File: config.mk
export PLATFORM = sky130hd
export DESIGN_NAME = ov7670_capture
export DESIGN_NICKNAME = d
export VERILOG_FILES = /design/src/rtl/ov7670_cap_pkg.sv /design/src/rtl/ov7670_capture_sync_edge_det.sv /design/src/rtl/ov7670_capture.sv
export SDC_FILE = /design/constraint.sdc
export NUM_CORES = 1
export LEC_CHECK = 0
export CAP_MARGIN = 20
export CORE_ASPECT_RATIO = 1.75
export CORE_MARGIN = 5
export CORE_UTILIZATION = 55
export CTS_CLUSTER_SIZE = 24
export DETAILED_ROUTE_END_ITERATION = 10
export HOLD_SLACK_MARGIN = 0.03
export PLACE_DENSITY = 0.83
export SLEW_MARGIN = 5
export SYNTH_ARGS = -nofsm -noshare
export SYNTH_HDL_FRONTEND = slang
export SYNTH_SLANG_ARGS = --single-unit
File: constraint.sdc
create_clock -name iCLK -period 3.2 [get_ports iCLK]
set_input_delay 0.48 -clock iCLK [delete_from_list [all_inputs] [get_ports iCLK]]
set_output_delay 0.48 -clock iCLK [all_outputs]
set_load 0.005 [all_outputs]
File: src/rtl/ov7670_cap_pkg.sv
// ----------------------------------------------------------------------------
// ov7670_cap_pkg
// Shared constants for the OV7670 capture stage:
//   - FSM state encoding (IDLE / WAIT_FRAME / CAPTURE)
//   - default active window (640 words x 480 lines)
//   - default X/Y counter widths
// ----------------------------------------------------------------------------
package ov7670_cap_pkg;

  localparam int unsigned H_ACTIVE_DEF = 640;
  localparam int unsigned V_ACTIVE_DEF = 480;
  localparam int unsigned X_W_DEF      = 11;
  localparam int unsigned Y_W_DEF      = 10;

  localparam logic [1:0] ST_IDLE       = 2'd0;
  localparam logic [1:0] ST_WAIT_FRAME = 2'd1;
  localparam logic [1:0] ST_CAPTURE    = 2'd2;

endpackage

File: src/rtl/ov7670_capture_sync_edge_det.sv
// ----------------------------------------------------------------------------
// sync_edge_det
// One-cycle history register on a signal already synchronous to clk_i, with
// rise/fall pulses derived from the registered history and the current sample.
// A pulse is high during the cycle whose closing edge first samples the new
// level, so logic clocked on that edge reacts to the transition.
// Ports:
//   clk_i   clock
//   rst_i   synchronous active-high reset (clears history)
//   sig_i   monitored level
//   rise_o  sig_i high now, low on the previous edge
//   fall_o  sig_i low now, high on the previous edge
// ----------------------------------------------------------------------------
module sync_edge_det (
  input  logic clk_i,
  input  logic rst_i,
  input  logic sig_i,
  output logic rise_o,
  output logic fall_o
);

  logic hist_q;

  // NOTE: reset is synchronous: it is sampled inside the clocked block like any other input.
  always_ff @(posedge clk_i) begin
    if (rst_i) hist_q <= 1'b0;
    else       hist_q <= sig_i;
  end

  assign rise_o = sig_i & ~hist_q;
  assign fall_o = ~sig_i & hist_q;

endmodule

File: src/rtl/ov7670_capture.sv
// ----------------------------------------------------------------------------
// ov7670_capture
// Pixel-clock-domain capture stage: pairs the sensor's YUV 4:2:2 byte stream
// (Cb Y Cr Y) into 16-bit {luma, chroma} words, tracks word/line position,
// counts completed frames and arms/disarms capture on frame boundaries only.
// Ports:
//   iCLK         pixel clock (only clock)
//   iRST         synchronous active-high reset
//   iDATA        sensor byte (registered upstream)
//   iVSYNC       high during vertical blanking
//   iHREF        line valid
//   iSTART/iEND  level arm/disarm requests (iEND wins)
//   oYCbCr       {luma, chroma} word
//   oDVAL        one-cycle word strobe
//   oX_Cont      word index of oYCbCr
//   oY_Cont      line index of oYCbCr
//   oFrame_Cont  completed-frame count (wraps)
//   oSOF         one-cycle pulse at the start of a captured frame
//   oLINE_ERR    sticky malformed-line flag
// ----------------------------------------------------------------------------
module ov7670_capture
  import ov7670_cap_pkg::*;
#(
  parameter int H_ACTIVE = H_ACTIVE_DEF,
  parameter int V_ACTIVE = V_ACTIVE_DEF,
  parameter int X_W      = X_W_DEF,
  parameter int Y_W      = Y_W_DEF
) (
  input  logic           iCLK,
  input  logic           iRST,
  input  logic [7:0]     iDATA,
  input  logic           iVSYNC,
  input  logic           iHREF,
  input  logic           iSTART,
  input  logic           iEND,
  output logic [15:0]    oYCbCr,
  output logic           oDVAL,
  output logic [X_W-1:0] oX_Cont,
  output logic [Y_W-1:0] oY_Cont,
  output logic [31:0]    oFrame_Cont,
  output logic           oSOF,
  output logic           oLINE_ERR
);

  localparam logic [X_W-1:0] H_LIM = X_W'(H_ACTIVE);
  localparam logic [Y_W-1:0] V_LIM = Y_W'(V_ACTIVE);

  logic vs_rise, vs_fall, href_rise, href_fall;

  sync_edge_det u_vs_det (
    .clk_i  (iCLK),
    .rst_i  (iRST),
    .sig_i  (iVSYNC),
    .rise_o (vs_rise),
    .fall_o (vs_fall)
  );

  sync_edge_det u_href_det (
    .clk_i  (iCLK),
    .rst_i  (iRST),
    .sig_i  (iHREF),
    .rise_o (href_rise),
    .fall_o (href_fall)
  );

  logic [1:0]     state_q, state_d;
  logic           end_pend_q, end_pend_d;
  logic           phase_q, phase_d;
  logic           line_act_q, line_act_d;
  logic [7:0]     chroma_q, chroma_d;
  logic [X_W-1:0] x_q, x_d;
  logic [Y_W-1:0] y_q, y_d;
  logic [31:0]    frame_cnt_q, frame_cnt_d;
  logic [15:0]    ycbcr_q, ycbcr_d;
  logic           dval_q, dval_d;
  logic [X_W-1:0] xo_q, xo_d;
  logic [Y_W-1:0] yo_q, yo_d;
  logic           sof_q, sof_d;
  logic           err_q, err_d;

  logic capturing, byte_ok, phase_eff, line_end;

  always_comb begin
    capturing = (state_q == ST_CAPTURE);
    // HREF during vertical blanking is not picture data.
    byte_ok   = capturing && iHREF && !iVSYNC;
    // The first byte of a line is always chroma, whatever phase was left over.
    phase_eff = href_rise ? 1'b0 : phase_q;
    // A line ends on HREF falling or, mid-line, when VSYNC rises.
    line_end  = capturing && line_act_q && (href_fall || vs_rise);
  end

  always_comb begin
    // NOTE: every next-state variable gets its hold value first, so no path leaves it unassigned (no latches).
    state_d     = state_q;
    end_pend_d  = end_pend_q;
    phase_d     = phase_q;
    line_act_d  = line_act_q;
    chroma_d    = chroma_q;
    x_d         = x_q;
    y_d         = y_q;
    frame_cnt_d = frame_cnt_q;
    ycbcr_d     = ycbcr_q;
    dval_d      = 1'b0;
    xo_d        = xo_q;
    yo_d        = yo_q;
    sof_d       = 1'b0;
    err_d       = err_q;

    // Frame-level control: arming and disarming only take effect between frames.
    case (state_q)
      ST_IDLE: begin
        if (iSTART && !iEND) state_d = ST_WAIT_FRAME;
      end
      ST_WAIT_FRAME: begin
        if (iEND) begin
          state_d = ST_IDLE;
        end else if (vs_fall) begin
          state_d = ST_CAPTURE;
          sof_d   = 1'b1;
          yo_d    = '0;
        end
      end
      ST_CAPTURE: begin
        if (iEND) end_pend_d = 1'b1;
        if (vs_rise) begin
          frame_cnt_d = frame_cnt_q + 32'd1;
          state_d     = (end_pend_q || iEND) ? ST_IDLE : ST_WAIT_FRAME;
          end_pend_d  = 1'b0;
        end
      end
      default: state_d = ST_IDLE;
    endcase

    if (vs_fall) y_d = '0;

    if (href_rise) begin
      phase_d = 1'b0;
      x_d     = '0;
      if (capturing && !iVSYNC) line_act_d = 1'b1;
    end

    if (byte_ok) begin
      if (!phase_eff) begin
        chroma_d = iDATA;
        phase_d  = 1'b1;
      end else begin
        phase_d = 1'b0;
        // Out-of-window words are dropped; X stops at the limit so it never wraps.
        if (x_q < H_LIM && y_q < V_LIM) begin
          ycbcr_d = {iDATA, chroma_q};
          dval_d  = 1'b1;
          xo_d    = x_q;
          yo_d    = y_q;
          x_d     = x_q + X_W'(1);
        end else begin
          err_d = 1'b1;
        end
      end
    end

    if (line_end) begin
      line_act_d = 1'b0;
      phase_d    = 1'b0;
      // Odd byte count: the unpaired trailing chroma byte is discarded.
      if (phase_q) err_d = 1'b1;
      if (x_q != '0) begin
        y_d = y_q + Y_W'(1);
        if (x_q < H_LIM) err_d = 1'b1;
      end
    end
  end

  always_ff @(posedge iCLK) begin
    if (iRST) begin
      state_q     <= ST_IDLE;
      end_pend_q  <= 1'b0;
      phase_q     <= 1'b0;
      line_act_q  <= 1'b0;
      chroma_q    <= '0;
      x_q         <= '0;
      y_q         <= '0;
      frame_cnt_q <= '0;
      ycbcr_q     <= '0;
      dval_q      <= 1'b0;
      xo_q        <= '0;
      yo_q        <= '0;
      sof_q       <= 1'b0;
      err_q       <= 1'b0;
    end else begin
      state_q     <= state_d;
      end_pend_q  <= end_pend_d;
      phase_q     <= phase_d;
      line_act_q  <= line_act_d;
      chroma_q    <= chroma_d;
      x_q         <= x_d;
      y_q         <= y_d;
      frame_cnt_q <= frame_cnt_d;
      ycbcr_q     <= ycbcr_d;
      dval_q      <= dval_d;
      xo_q        <= xo_d;
      yo_q        <= yo_d;
      sof_q       <= sof_d;
      err_q       <= err_d;
    end
  end

  assign oYCbCr      = ycbcr_q;
  assign oDVAL       = dval_q;
  assign oX_Cont     = xo_q;
  assign oY_Cont     = yo_q;
  assign oFrame_Cont = frame_cnt_q;
  assign oSOF        = sof_q;
  assign oLINE_ERR   = err_q;

endmodule

==> results.json, run 1 <==
{
  "timing.final.max_slew_violations": 0,
  "floorplan.rows": 45,
  "detailedPlace.worstSlack_ps": 493,
  "mostFrequentLayoutCells": "sky130_fd_sc_hd__dfxtp_1 (108), sky130_fd_sc_hd__clkdlybuf4s50_1 (84), sky130_fd_sc_hd__nor2_1 (69)",
  "yosys-top-cells-area": "sky130_fd_sc_hd__dfxtp_1 (44%), sky130_fd_sc_hd__mux2i_1 (7.2%), sky130_fd_sc_hd__nor2_1 (5.3%), sky130_fd_sc_hd__a21oi_1 (3.6%), sky130_fd_sc_hd__nand3_1 (3.0%)",
  "hold_path_class": "reg -> reg",
  "first_global_vias": 4377,
  "core-area_um2": 8670,
  "ys_types": 55,
  "postCtsHoldBufs": 0,
  "clkLatencyLatePin_ps": 350,
  "worst_pin_slew_ps": 731,
  "gr-usage-all-layers": 0.232,
  "max_freq_ghz": 0.425,
  "synthToLayoutAreaGrowth_pct": 23.1,
  "dp_hpwl_mm": 8.53,
  "final.period_utilization": 0.736,
  "synth-warning-count": 0,
  "synth.ff_latch_count": 108,
  "timing.clock.skew_ps": 4.53,
  "diodes_inserted": 0,
  "h-tree-depth": 3,
  "final_common_cell": "sky130_fd_sc_hd__dfxtp_1",
  "critical_path.startpoint_type": "primary input",
  "critical_path_class": "in -> reg",
  "drt_drc_violations_left": 0,
  "yosys.area.top_type_share": 0.442,
  "drtPass1Iterations": 5,
  "predominant_post_synthesis_flop_cell": "sky130_fd_sc_hd__dfxtp_1",
  "route.vias.total": 4381,
  "grt-ovfl-total": 0,
  "worst-endpoint-required_ps": 3410,
  "cts_root_buffer": "sky130_fd_sc_hd__clkbuf_16",
  "finalWorstSetupSlack_ps": 846,
  "io_buffers": 85,
  "dieHeight_um": 135,
  "timing.critical_path.arrival_ps": 2570,
  "final_nets": 625,
  "timing.slew.headroom": 0.513,
  "post-cts-setup-buffers": 0,
  "wl_mm": 12.1,
  "ir_worst_vdd_mv": 0.323,
  "outcome": "finished clean",
  "drive_above_1_share": 0.0557,
  "p_leak_nw": 2.23,
  "tritoncts.num_buffers": 9,
  "numClockSinks": 108,
  "setup_total_negative_slack_ps": 0,
  "cts_tree": "built",
  "die_outline_area_um2": 11000,
  "synth-async-reset-ratio": 0,
  "finalCriticalPeriod_ps": 2350,
  "starting_utilization_of_the_core_area": 0.565,
  "drt-wirelength-per-cell_um": 16.6,
  "grt_max_degree": 79,
  "vias_cell": 6.03,
  "drv.max_cap_violation_count": 0,
  "clk_pin_slew_worst_paths_ps": 70,
  "endpoint_kind": "flip-flop",
  "power_density_nw_per_um2": 414,
  "timing.final.setup_violations": 0,
  "synth_fp_nets": 563,
  "detail-route-antenna-nets": 0,
  "detailedRoute.firstIterationViolations": 212,
  "buffer_depth_of_the_longest_clock_path": 2,
  "antenna_violations_before_repair": 0,
  "synth.avg_cell_area_um2": 9.02,
  "synth-edff-count": 0,
  "cp_max_fo": 13,
  "post-synth-top-area-cell": "sky130_fd_sc_hd__dfxtp_1",
  "grt_pass1_wl_mm": 20.4,
  "mappedNetlistArea_um2": 4900,
  "rsz0062_at_grt": "false",
  "gp_routability_congestion": 0.899,
  "ys_seq_area_frac": 0.442,
  "ctsResizeCount": 0,
  "fp.dieW_um": 81.3,
  "syn-instance-count": 543,
  "design.portCount": 86,
  "hold_viol_final": 0
}
## final timing paths
kind                                 from                endpoint  slack, ps  depth (start not counted)
max                                iVSYNC       x_q[8]$_SDFF_PP0_        850                          6
min                 oY_Cont[9]$_SDFF_PP0_   oY_Cont[9]$_SDFF_PP0_        490                          2
max reg2reg  u_href_det.hist_q$_SDFF_PP0_  oYCbCr[0]$_SDFFE_PP0P_       1040                          8
min reg2reg         oY_Cont[9]$_SDFF_PP0_   oY_Cont[9]$_SDFF_PP0_        490                          2
## registers in the layout, summed over array words and instances (netlist names), named ones only
register and count:
y_q 10, line_act_q 1, end_pend_q 1, oYCbCr 16, oDVAL 1, u_vs_det.hist_q 1, x_q 11, u_href_det.hist_q 1
oX_Cont 11, oY_Cont 10, oFrame_Cont 32, chroma_q 8, state_q 2, oSOF 1, phase_q 1
## worst max-delay path: stages
cell	delay [ps]
sky130_fd_sc_hd__clkdlybuf4s50_1	480
sky130_fd_sc_hd__and4bb_2	410
sky130_fd_sc_hd__nand4_1	340
sky130_fd_sc_hd__buf_4	340
sky130_fd_sc_hd__o311ai_0	370
sky130_fd_sc_hd__o41ai_1	140
## power breakdown
part | internal, W | total (W) | switching [W]
registers | 0.00135 | 0.00136 | 0.0000122
logic | 0.0000388 | 0.0000941 | 0.0000553
clock network | 0.000536 | 0.00104 | 0.000500
## metal layers
| layer | global-route usage | vias up | part of all wire |
|---|---|---|---|
| li1 | - | 2114 | - |
| met1 | 0.265 | 2086 | 0.39 |
| met2 | 0.389 | 147 | 0.52 |
| met3 | 0.0621 | 34 | 0.057 |
| met4 | 0.113 | 0 | 0.033 |
| met5 | 0 | - | 0 |
## layout make-up
| cell class | count | area (um2) |
|---|---|---|
| tap | 117 | 146 |
| clock inverter | 6 | 50.0 |
| multi-input combinational | 384 | 2510 |
| inverter | 14 | 52.6 |
| sequential | 108 | 2160 |
| fill | 701 | 2650 |
| clock buffer | 10 | 229 |
| timing repair buffer | 88 | 871 |
## logic make-up after synthesis
group           synth area share
compound gates             0.128
xor+xnor                  0.0197
fa+ha+maj                 0.0153
buf+inv                   0.0447
flops                      0.442
mux                       0.0900
simple gates               0.260
## Yosys cell counts, types with 6 or more instances
| master | instances |
|---|---|
| sky130_fd_sc_hd__nand2b_1 | 7 |
| sky130_fd_sc_hd__mux2i_1 | 35 |
| sky130_fd_sc_hd__nand3_1 | 29 |
| sky130_fd_sc_hd__dfxtp_1 | 108 |
| sky130_fd_sc_hd__nand4_1 | 14 |
| sky130_fd_sc_hd__xor2_1 | 8 |
| sky130_fd_sc_hd__nor3b_1 | 6 |
| sky130_fd_sc_hd__buf_2 | 10 |
| sky130_fd_sc_hd__mux2_2 | 8 |
| sky130_fd_sc_hd__clkbuf_1 | 21 |
| sky130_fd_sc_hd__nor4_1 | 12 |
| sky130_fd_sc_hd__o21ai_0 | 7 |
| sky130_fd_sc_hd__or4_1 | 15 |
| sky130_fd_sc_hd__nor2b_1 | 15 |
| sky130_fd_sc_hd__and3_1 | 7 |
| sky130_fd_sc_hd__nor2_1 | 69 |
| sky130_fd_sc_hd__inv_1 | 14 |
| sky130_fd_sc_hd__o31ai_1 | 16 |
| sky130_fd_sc_hd__a21oi_1 | 35 |
| sky130_fd_sc_hd__and4_1 | 10 |
| sky130_fd_sc_hd__ha_1 | 6 |
| sky130_fd_sc_hd__o211ai_1 | 16 |
| sky130_fd_sc_hd__nand2_1 | 19 |
## stage by stage
stage,hold WS (ps),instances,util,area [um2],power [W]
floorplan,454,543,-,4900,0.00145
global placement,470,711,0.663,5750,0.00149
detailed placement,464,711,0.663,5750,0.00149
CTS,496,727,0.695,6030,0.00252
global route,515,727,0.695,6030,0.00258
finish,492,727,0.695,6030,0.00249
(Power assumes the default switching activity.)
==> run 2: changes to the inputs <==
CORE_UTILIZATION = 53   (was 55)
PLACE_DENSITY = 0.8   (was 0.83)
clock period = 2.4 ns   (was 3.2 ns; I/O delays follow)
==> run 2 against run 1 <==
Effect of this change: flip-flop and latch count did not move; highest routed layer unchanged; via count rose by 0.43%; setup slack got worse by 450 ps; non-clock buffer count rose by 13; count of clock-buffer cells in the layout fell by 1; sequential power rose by 34%; die area rose by 3.4%; total power rose by 33%; combinational power rose by 48%; wire length rose by 2.6%; critical path depth did not move; core utilization fell by 1.5 points.
==> results.json, run 2 (synthesis gave the netlist of run 1 again) <==
{
  "starting_utilization_of_the_core_area": 0.542,
  "gr-usage-all-layers": 0.231,
  "endpoint_kind": "flip-flop",
  "grt_max_degree": 62,
  "largest_register_ff_count": 32,
  "clk_pin_slew_worst_paths_ps": 70,
  "timing.final.max_slew_violations": 0,
  "grt.met1_usage": 0.264,
  "power_density_nw_per_um2": 541,
  "ctsResizeCount": 0,
  "final_common_cell": "sky130_fd_sc_hd__dfxtp_1",
  "cts_tree": "built",
  "drt_drc_violations_left": 0,
  "io_buffers": 85,
  "hold_path_depth": 2,
  "postCtsHoldBufs": 0,
  "fp.dieW_um": 82.7,
  "hold_path_class": "reg -> reg",
  "h-tree-depth": 3,
  "cts_root_buffer": "sky130_fd_sc_hd__clkbuf_16",
  "critical_path.startpoint_type": "primary input",
  "p_leak_nw": 2.30,
  "gp_routability_congestion": 0.823,
  "final.period_utilization": 0.835,
  "setup_total_negative_slack_ps": 0,
  "reg2reg_from": "oFrame_Cont[4]$_SDFFE_PP0P_",
  "worstRegToRegCells": 4,
  "diodes_inserted": 0,
  "final_nets": 638,
  "grt_pass1_wl_mm": 20.7,
  "grt-ovfl-total": 0,
  "floorplan.rows": 46,
  "fin_cells": 742,
  "critical_path_origin": "iVSYNC",
  "worst_pin_slew_ps": 601,
  "timing.final.setup_violations": 0,
  "timing.slew.headroom": 0.599,
  "tritoncts.num_buffers": 9,
  "finalCriticalPeriod_ps": 2000,
  "clkLatencyLatePin_ps": 340,
  "post-cts-setup-buffers": 0,
  "vias_cell": 5.93,
  "holdCritStartpoint": "oY_Cont[9]$_SDFF_PP0_",
  "detail-route-antenna-nets": 0,
  "grt.busiest_layer": "met2",
  "max_freq_ghz": 0.499,
  "ir_worst_vdd_mv": 0.402,
  "hold_viol_final": 0,
  "dpl_cell_area_um2": 5870,
  "drive_above_1_share": 0.0756,
  "use_met3": 0.0441,
  "buffer_depth_of_the_longest_clock_path": 2,
  "wl_mm": 12.4,
  "timing.critical_path.arrival_ps": 2280,
  "drtPass1Iterations": 4,
  "number_of_placed_instances_with_taps_included": 727,
  "antenna_violations_before_repair": 0,
  "synthToLayoutAreaGrowth_pct": 25.5,
  "mostFrequentLayoutCells": "sky130_fd_sc_hd__dfxtp_1 (108), sky130_fd_sc_hd__clkdlybuf4s50_1 (84), sky130_fd_sc_hd__nor2_1 (69)",
  "numClockSinks": 108,
  "route.vias.total": 4400,
  "globalRouteMet2Util": 0.414,
  "n_fill_cell": 770,
  "design.portCount": 86,
  "detailedRoute.firstIterationViolations": 168,
  "outcome": "finished clean",
  "dieHeight_um": 137,
  "rsz0062_at_grt": "false",
  "critical_path_class": "in -> reg",
  "post-route-cell-area_um2": 6140,
  "die_outline_area_um2": 11300,
  "drt-wirelength-per-cell_um": 16.7,
  "worst-endpoint-required_ps": 2670,
  "timing.clock.skew_ps": 8.98,
  "first_global_vias": 4381,
  "core-area_um2": 9040,
  "dp_hpwl_mm": 9.00,
  "cp_max_fo": 14,
  "drv.max_cap_violation_count": 0
}
## run 2: final cells by class
type / instances / area (um2) / area share
flip-flops and latches: 108 / 2160 / 0.352
clock buffers: 9 / 225 / 0.0367
well taps: 120 / 150 / 0.0244
clock inverters: 6 / 46.3 / 0.00753
multi-input cells: 384 / 2510 / 0.409
inverters: 14 / 52.6 / 0.00855
repair buffers: 101 / 993 / 0.162
## run 2: through the flow
stage / worst slack (ps) / utilization / total power [W] / hold WS (ps)
6_report: 397 / 0.680 / 0.00333 / 501
3_5_place_dp: 55.0 / 0.650 / 0.00200 / 474
4_1_cts: 408 / 0.680 / 0.00335 / 492
2_1_floorplan: 580 / - / 0.00194 / 454
3_3_place_gp: 120 / 0.650 / 0.00199 / 467
5_1_grt: 252 / 0.680 / 0.00346 / 521
## run 2: worst max-delay path, stage by stage
cell and delay, ps:
sky130_fd_sc_hd__clkdlybuf4s50_1 560, sky130_fd_sc_hd__and4bb_2 280, sky130_fd_sc_hd__nand2_1 270, sky130_fd_sc_hd__buf_4 260
sky130_fd_sc_hd__or4_1 390, sky130_fd_sc_hd__a21oi_1 140
## run 2: path summary, 6_finish.rpt
check,slack (ps),endpoint
setup / recovery,400,oFrame_Cont[19]$_SDFFE_PP0P_
hold / removal,500,oY_Cont[9]$_SDFF_PP0_
setup reg to reg,460,oFrame_Cont[25]$_SDFFE_PP0P_
hold reg to reg,500,oY_Cont[9]$_SDFF_PP0_
## run 2: where the power goes
| group | total, W | switching, W | leakage (nW) | internal [W] |
|---|---|---|---|---|
| logic | 0.000139 | 0.0000801 | 1.30 | 0.0000586 |
| clock network | 0.00137 | 0.000665 | 0.129 | 0.000708 |
| registers | 0.00182 | 0.0000130 | 0.871 | 0.00180 |
| total | 0.00333 | 0.000758 | 2.30 | 0.00257 |
## run 2: metal layers
metal / part of all wire / wire length, um
met4: 0.021 / 259
met1: 0.38 / 4770
met5: 0 / 0
met3: 0.045 / 558
met2: 0.55 / 6810
